### src/rtl/uart_pkg.sv
// Shared UART framing definitions for the bench-side transmitter and monitor.
package uart_pkg;

  typedef enum logic [1:0] {
    IDLE,
    START,
    DATA,
    STOP
  } uart_state_t;

  localparam int unsigned DATA_BITS  = 8;
  localparam logic        STOP_LEVEL = 1'b1;
  localparam logic        IDLE_LEVEL = 1'b1;

  function automatic int unsigned clks_per_bit(input int unsigned freq, input int unsigned baud);
    return freq / baud;
  endfunction

endpackage

### src/rtl/sync_fifo.sv
// Single-clock FIFO with registered read data; count is tracked separately
// from the modulo-DEPTH pointers so full and empty are unambiguous.
module sync_fifo #(
  parameter int unsigned WIDTH = 8,
  parameter int unsigned DEPTH = 16
) (
  input  logic                     clk,
  input  logic                     reset,
  input  logic                     i_push,
  input  logic [WIDTH-1:0]         i_data,
  input  logic                     i_pop,
  output logic [WIDTH-1:0]         o_data,
  output logic                     o_full_c,
  output logic                     o_empty_c,
  output logic [$clog2(DEPTH):0]   o_count
);

  localparam int unsigned AW = $clog2(DEPTH);
  localparam int unsigned CW = AW + 1;

  if (DEPTH < 2 || (DEPTH & (DEPTH - 1)) != 0) begin : g_bad_depth
    $error("sync_fifo: DEPTH must be a power of two and at least 2");
  end

  logic [WIDTH-1:0] r_mem [DEPTH];
  logic [AW-1:0]    r_wr_ptr;
  logic [AW-1:0]    r_rd_ptr;
  logic [CW-1:0]    r_count;
  logic [WIDTH-1:0] r_rd_data;
  logic             w_push;
  logic             w_pop;

  assign o_full_c  = (r_count == CW'(DEPTH));
  assign o_empty_c = (r_count == '0);
  assign w_push    = i_push && !o_full_c;
  assign w_pop     = i_pop && !o_empty_c;
  assign o_data    = r_rd_data;
  assign o_count   = r_count;

  always_ff @(posedge clk) begin
    if (w_push && !reset) begin
      r_mem[r_wr_ptr] <= i_data;
    end
  end

  always_ff @(posedge clk) begin
    if (reset) begin
      r_wr_ptr  <= '0;
      r_rd_ptr  <= '0;
      r_count   <= '0;
      r_rd_data <= '0;
    end else begin
      if (w_push) begin
        r_wr_ptr <= r_wr_ptr + AW'(1);
      end
      if (w_pop) begin
        r_rd_ptr  <= r_rd_ptr + AW'(1);
        r_rd_data <= r_mem[r_rd_ptr];
      end
      unique case ({w_push, w_pop})
        2'b10:   r_count <= r_count + CW'(1);
        2'b01:   r_count <= r_count - CW'(1);
        default: r_count <= r_count;
      endcase
    end
  end

endmodule

### src/rtl/uart_driver.sv
// Buffered 8N1 UART transmitter: bytes pushed over valid/ready are queued in a
// FIFO and sent back to back on uart_tx at CLK_FREQUENCY / BAUD_RATE.
module uart_driver
  import uart_pkg::*;
#(
  parameter int unsigned CLK_FREQUENCY = 50_000_000,
  parameter int unsigned BAUD_RATE     = 115200,
  parameter int unsigned FIFO_DEPTH    = 16
) (
  input  logic                          clk,
  input  logic                          reset,
  input  logic [DATA_BITS-1:0]          tx_data,
  input  logic                          tx_valid,
  output logic                          tx_ready,
  output logic                          uart_tx,
  output logic                          busy,
  output logic [$clog2(FIFO_DEPTH):0]   fifo_count
);

  localparam int unsigned CPB    = clks_per_bit(CLK_FREQUENCY, BAUD_RATE);
  localparam int unsigned BAUD_W = (CPB < 2) ? 1 : $clog2(CPB);
  localparam int unsigned BIT_W  = $clog2(DATA_BITS);

  if (CPB < 2) begin : g_bad_baud
    $error("uart_driver: CLK_FREQUENCY / BAUD_RATE must be at least 2");
  end

  uart_state_t          r_state;
  uart_state_t          w_state_nxt;
  logic [BAUD_W-1:0]    r_baud;
  logic [BAUD_W-1:0]    w_baud_nxt;
  logic [BIT_W-1:0]     r_bit;
  logic [BIT_W-1:0]     w_bit_nxt;
  logic [DATA_BITS-1:0] r_shift;
  logic [DATA_BITS-1:0] w_shift_nxt;
  logic                 r_tx;
  logic                 w_tx_nxt;
  logic                 w_pop;
  logic                 w_bit_done;
  logic [DATA_BITS-1:0] w_fifo_data;
  logic                 w_fifo_full;
  logic                 w_fifo_empty;

  sync_fifo #(
    .WIDTH (DATA_BITS),
    .DEPTH (FIFO_DEPTH)
  ) u_fifo (
    .clk       (clk),
    .reset     (reset),
    .i_push    (tx_valid),
    .i_data    (tx_data),
    .i_pop     (w_pop),
    .o_data    (w_fifo_data),
    .o_full_c  (w_fifo_full),
    .o_empty_c (w_fifo_empty),
    .o_count   (fifo_count)
  );

  assign tx_ready   = !w_fifo_full;
  assign uart_tx    = r_tx;
  assign busy       = (r_state != IDLE) || !w_fifo_empty;
  assign w_bit_done = (r_baud == BAUD_W'(CPB - 1));

  // The popped byte lands in the FIFO read register during the start bit,
  // so the shifter is loaded from it on the START -> DATA transition.
  always_comb begin
    w_state_nxt = r_state;
    w_baud_nxt  = r_baud + BAUD_W'(1);
    w_bit_nxt   = r_bit;
    w_shift_nxt = r_shift;
    w_tx_nxt    = r_tx;
    w_pop       = 1'b0;
    unique case (r_state)
      IDLE: begin
        w_baud_nxt = '0;
        w_tx_nxt   = IDLE_LEVEL;
        if (!w_fifo_empty) begin
          w_pop       = 1'b1;
          w_state_nxt = START;
          w_tx_nxt    = 1'b0;
        end
      end
      START: begin
        if (w_bit_done) begin
          w_state_nxt = DATA;
          w_baud_nxt  = '0;
          w_bit_nxt   = '0;
          w_tx_nxt    = w_fifo_data[0];
          w_shift_nxt = {IDLE_LEVEL, w_fifo_data[DATA_BITS-1:1]};
        end
      end
      DATA: begin
        if (w_bit_done) begin
          w_baud_nxt = '0;
          if (r_bit == BIT_W'(DATA_BITS - 1)) begin
            w_state_nxt = STOP;
            w_tx_nxt    = STOP_LEVEL;
          end else begin
            w_bit_nxt   = r_bit + BIT_W'(1);
            w_tx_nxt    = r_shift[0];
            w_shift_nxt = {IDLE_LEVEL, r_shift[DATA_BITS-1:1]};
          end
        end
      end
      STOP: begin
        if (w_bit_done) begin
          w_baud_nxt = '0;
          if (!w_fifo_empty) begin
            w_pop       = 1'b1;
            w_state_nxt = START;
            w_tx_nxt    = 1'b0;
          end else begin
            w_state_nxt = IDLE;
            w_tx_nxt    = IDLE_LEVEL;
          end
        end
      end
      default: begin
        w_state_nxt = IDLE;
        w_tx_nxt    = IDLE_LEVEL;
      end
    endcase
  end

  always_ff @(posedge clk) begin
    if (reset) begin
      r_state <= IDLE;
      r_baud  <= '0;
      r_bit   <= '0;
      r_shift <= '0;
      r_tx    <= IDLE_LEVEL;
    end else begin
      r_state <= w_state_nxt;
      r_baud  <= w_baud_nxt;
      r_bit   <= w_bit_nxt;
      r_shift <= w_shift_nxt;
      r_tx    <= w_tx_nxt;
    end
  end

endmodule
### config.mk
export PLATFORM = sky130hd
export DESIGN_NAME = uart_driver
export DESIGN_NICKNAME = d
export VERILOG_FILES = /design/src/rtl/uart_pkg.sv /design/src/rtl/sync_fifo.sv /design/src/rtl/uart_driver.sv
export SDC_FILE = /design/constraint.sdc
export NUM_CORES = 1
export LEC_CHECK = 0
export BUFFER_PORTS_ARGS = -buffer_cell sky130_fd_sc_hd__buf_2
export CAP_MARGIN = 20
export CORE_MARGIN = 2
export CORE_UTILIZATION = 50
export CTS_BUF_LIST = sky130_fd_sc_hd__clkbuf_8
export DETAILED_ROUTE_END_ITERATION = 8
export MAX_ROUTING_LAYER = met4
export PLACE_DENSITY_LB_ADDON = 0.12
export SLEW_MARGIN = 20
export SYNTH_ARGS = -nofsm -noshare
export SYNTH_HDL_FRONTEND = slang
export SYNTH_SLANG_ARGS = --single-unit
### constraint.sdc
create_clock -name clk -period 3.32 [get_ports clk]
set_input_delay 0 -clock clk [delete_from_list [all_inputs] [get_ports clk]]
set_output_delay 0 -clock clk [all_outputs]
set_load 0.02 [all_outputs]
==> results.cfg <==
[setup_path]
cp-end-kind = flop
r2r_start = r_baud[1]
start_kind = flop
critPathMaxFanout = 11
rr_worst_depth = 12
crit_type = reg2reg
r2r_slack_ns = 0.26
crit_required_ns = 3.68
crit_slowest_cell = fa_1
cpPeakStageDelay_ns = 0.44
r2r_end = u_fifo.o_count[4]
critical_path_arrival_ns = 3.41
worstPathCellList = inv_1 -> ha_1 -> and4b_1 -> a31oi_1 -> nor2_4 -> ha_1 -> fa_1 -> a21o_1 -> a21oi_1 -> xor2_1 -> or3_1 -> a21oi_1

[cells_and_area]
drive_gt1_share_pct = 21.4
final_nets = 528
num_antenna_cells = 0
area_growth_syn_to_layout_pct = 9.72

[drt]
viasPerCell = 5.54
wl_per_cell_um = 19.2
ant_nets = 0
via_count = 3817
drc_errors = 0
drt-total-wl_um = 13200
drtPass1Iterations = 4
drt_iter0_drc = 302

[global_route]
grt_use_met2_pct = 31.2
grt_pass1_vias = 3807
grt_pass1_wl_um = 20700
grt_max_degree = 39
globalRouteMet3Util_pct = 4.47
met1_usage_pct = 25.0
top_usage_layer = met2
antenna_found_initial = 0
grt-ovfl-total = 0
gr-usage-all-layers_pct = 19.6

[floorplan]
io_pins = 19
dieArea_mm2 = 0.0152
rows = 43
initial_core_util_pct = 51.4
die_y_um = 123
coreArea_mm2 = 0.0139
die_x_um = 123

[sta]
rsz0062_at_grt = no
hold_viol = 0
hold_slack_ns = 0.106
worst_pin_slew_ns = 0.939
min_period_over_period_pct = 92.0
setup_violations = 0
setup_ws_ns = 0.265
max_freq_mhz = 327
slew_headroom_pct = 37.2
slew_viol_final = 0
timing.final.crit_period_ns = 3.06
fin_worst_skew_ns = 0.0114

[worst_hold_path]
min-delay-start = tx_valid
holdPathEnd = u_fifo.r_wr_ptr[0]
hold_class = in2reg
hold_path_depth = 4

[yosys]
synthSimpleGateAreaFrac_pct = 7.53
synth-xor-area-share_pct = 2.09
synthTopCellsByArea = edfxtp_1 54%, dfxtp_1 12%, mux4_2 10%
yosysTopAreaCellShare_pct = 53.9
synth_compound_gate_area_share_pct = 6.72
muxShareOfSynthArea_pct = 11.5
synth_cell_types = 51
yosysTopAreaCell = edfxtp_1
yosysMostFrequentCell = edfxtp_1
synth_fa_ha_area_share_pct = 3.44
yosysWarnings = 0
seq_area_frac_synth_pct = 66.2
synth_nets = 497
synth_area_mm2 = 0.00713
synth_top_family_by_area = multiplexers
avgSynthCellArea_um2 = 15.3
synthArstFlopShare_pct = 0
synth_edf_count = 128
yosys_register_bits = 172
ys.flop_type = edfxtp_1
synthCells = 467
synthTopCellsByCount = 128 x edfxtp_1, 58 x nor2_1, 44 x dfxtp_1, 32 x mux4_2, 27 x nand2_1

[placement]
dp_slack_ns = -0.00423
dp_hpwl_um = 8330
place.gp.congestion = 0.753
port_buffers = 18

[pwr]
power_leakage_nw = 2.53
max-vdd-ir-drop_mv = 0.526
p_per_area_mw_per_mm2 = 687

[cts]
clock_sinks = 172
clk_latency_ns = 0.44
root_buffer = clkbuf_8
htree_levels = 4
clockBufferDepth = 2
cts_setup_buffers = 0
clk_pin_slew_worst_paths_ns = 0.09
tritoncts = done
cts_buffers = 17

[outcome]
status = completed

[job]
cap_viol_max_count = 0
## cells by family (layout without fill, tap and decap cells)
kind of cell	count (synthesis)	in the layout
adders and majority gates	19	19
muxes	42	42
and+or+nand+nor	117	117
AOI/OAI and AO/OA	67	67
xor gates and xnor gates	17	17
buffers and inverters	33	75
DFF	172	172
## per-stage QoR
stage	total power [mW]	cells	instance area, um^2	util, %	TNS (ns)
floorplan	3.76	467	7130	-	0
global placement	4.04	651	7390	53.2	0
detailed placement	4.07	651	7390	53.2	-0.00423
CTS	5.41	689	7820	56.3	0
global route	5.66	689	7830	56.4	0
finish	5.37	689	7830	56.4	0
## state kept, by name, summed over array words and instances, names as in the netlist
signal	count
r_shift	8
u_fifo.r_rd_ptr	4
r_bit	3
u_fifo.r_mem	128
r_baud	9
u_fifo.o_count	5
u_fifo.o_data	8
uart_tx	1
u_fifo.r_wr_ptr	4
r_state	2
## placed cells by master (no fill, tap or decap), types with 7 or more instances in the layout
cell type	synthesis	routed
edfxtp_1	128	128
nor2_1	58	57
dfxtp_1	44	43
mux4_2	32	32
nand2_1	27	27
ha_1	18	18
buf_2	5	18
clkbuf_8	0	17
a22oi_1	14	14
inv_1	11	12
xnor2_1	11	11
mux2i_1	10	10
nand3_1	9	9
o21ai_1	9	9
a21oi_2	9	9
a21oi_1	9	9
a211oi_1	8	8
dlygate4sd3_1	0	8
buf_4	2	7
## what timing repair did
| item | 4_1_cts | 5_1_grt |
|---|---|---|
| hold endpoints to repair | 128 | 0 |
| endpoints found under the setup margin | 1 | 1 |
| hold buffers | 8 | 0 |
| gates resized for setup | 1 | 1 |
## cell type report
class,instances,area [um^2]
clock buffers,17,234
inverters,11,41.3
flip-flops and latches,172,4730
repair buffers,34,243
clock inverters,13,118
multi-input cells,262,2240
well taps,180,225
fillers,1117,6060
## worst max path at each step
stage                            from                 to  slack, ns  cells past startpoint
global placement           r_state[0]  u_fifo.o_count[4]       0.16                     11
global route                r_baud[1]  u_fifo.o_count[4]       0.03                     12
floorplan           u_fifo.o_count[0]  u_fifo.o_count[4]       0.35                     11
finish                      r_baud[1]  u_fifo.o_count[4]       0.26                     12
CTS                        r_state[0]  u_fifo.o_count[4]       0.18                     11
detailed placement         r_state[0]  u_fifo.o_count[4]     -0.004                     11
## power by group
group          internal, mW  switching (mW)
Clock                 0.589           0.750
Combinational         0.628           0.842
Sequential             2.43           0.132
Total                  3.65            1.72
## per-layer routing
metal / up-vias / routed length, um
li1: 1823 / -
met1: 1915 / 5820
met2: 65 / 6590
met3: 14 / 579
met4: 0 / 246
met5: - / 0
## critical path, delay by kind of cell (launching register included)
family,cells,cell delay (ns)
buffers and inverters,1,0.06
adder cells (fa/ha/maj),3,0.90
AND/OR/NAND/NOR,3,0.69
XOR/XNOR,1,0.10
AO/OA/AOI/OAI,4,0.87
flip-flops,1,0.38
(Power assumes the default switching activity.)
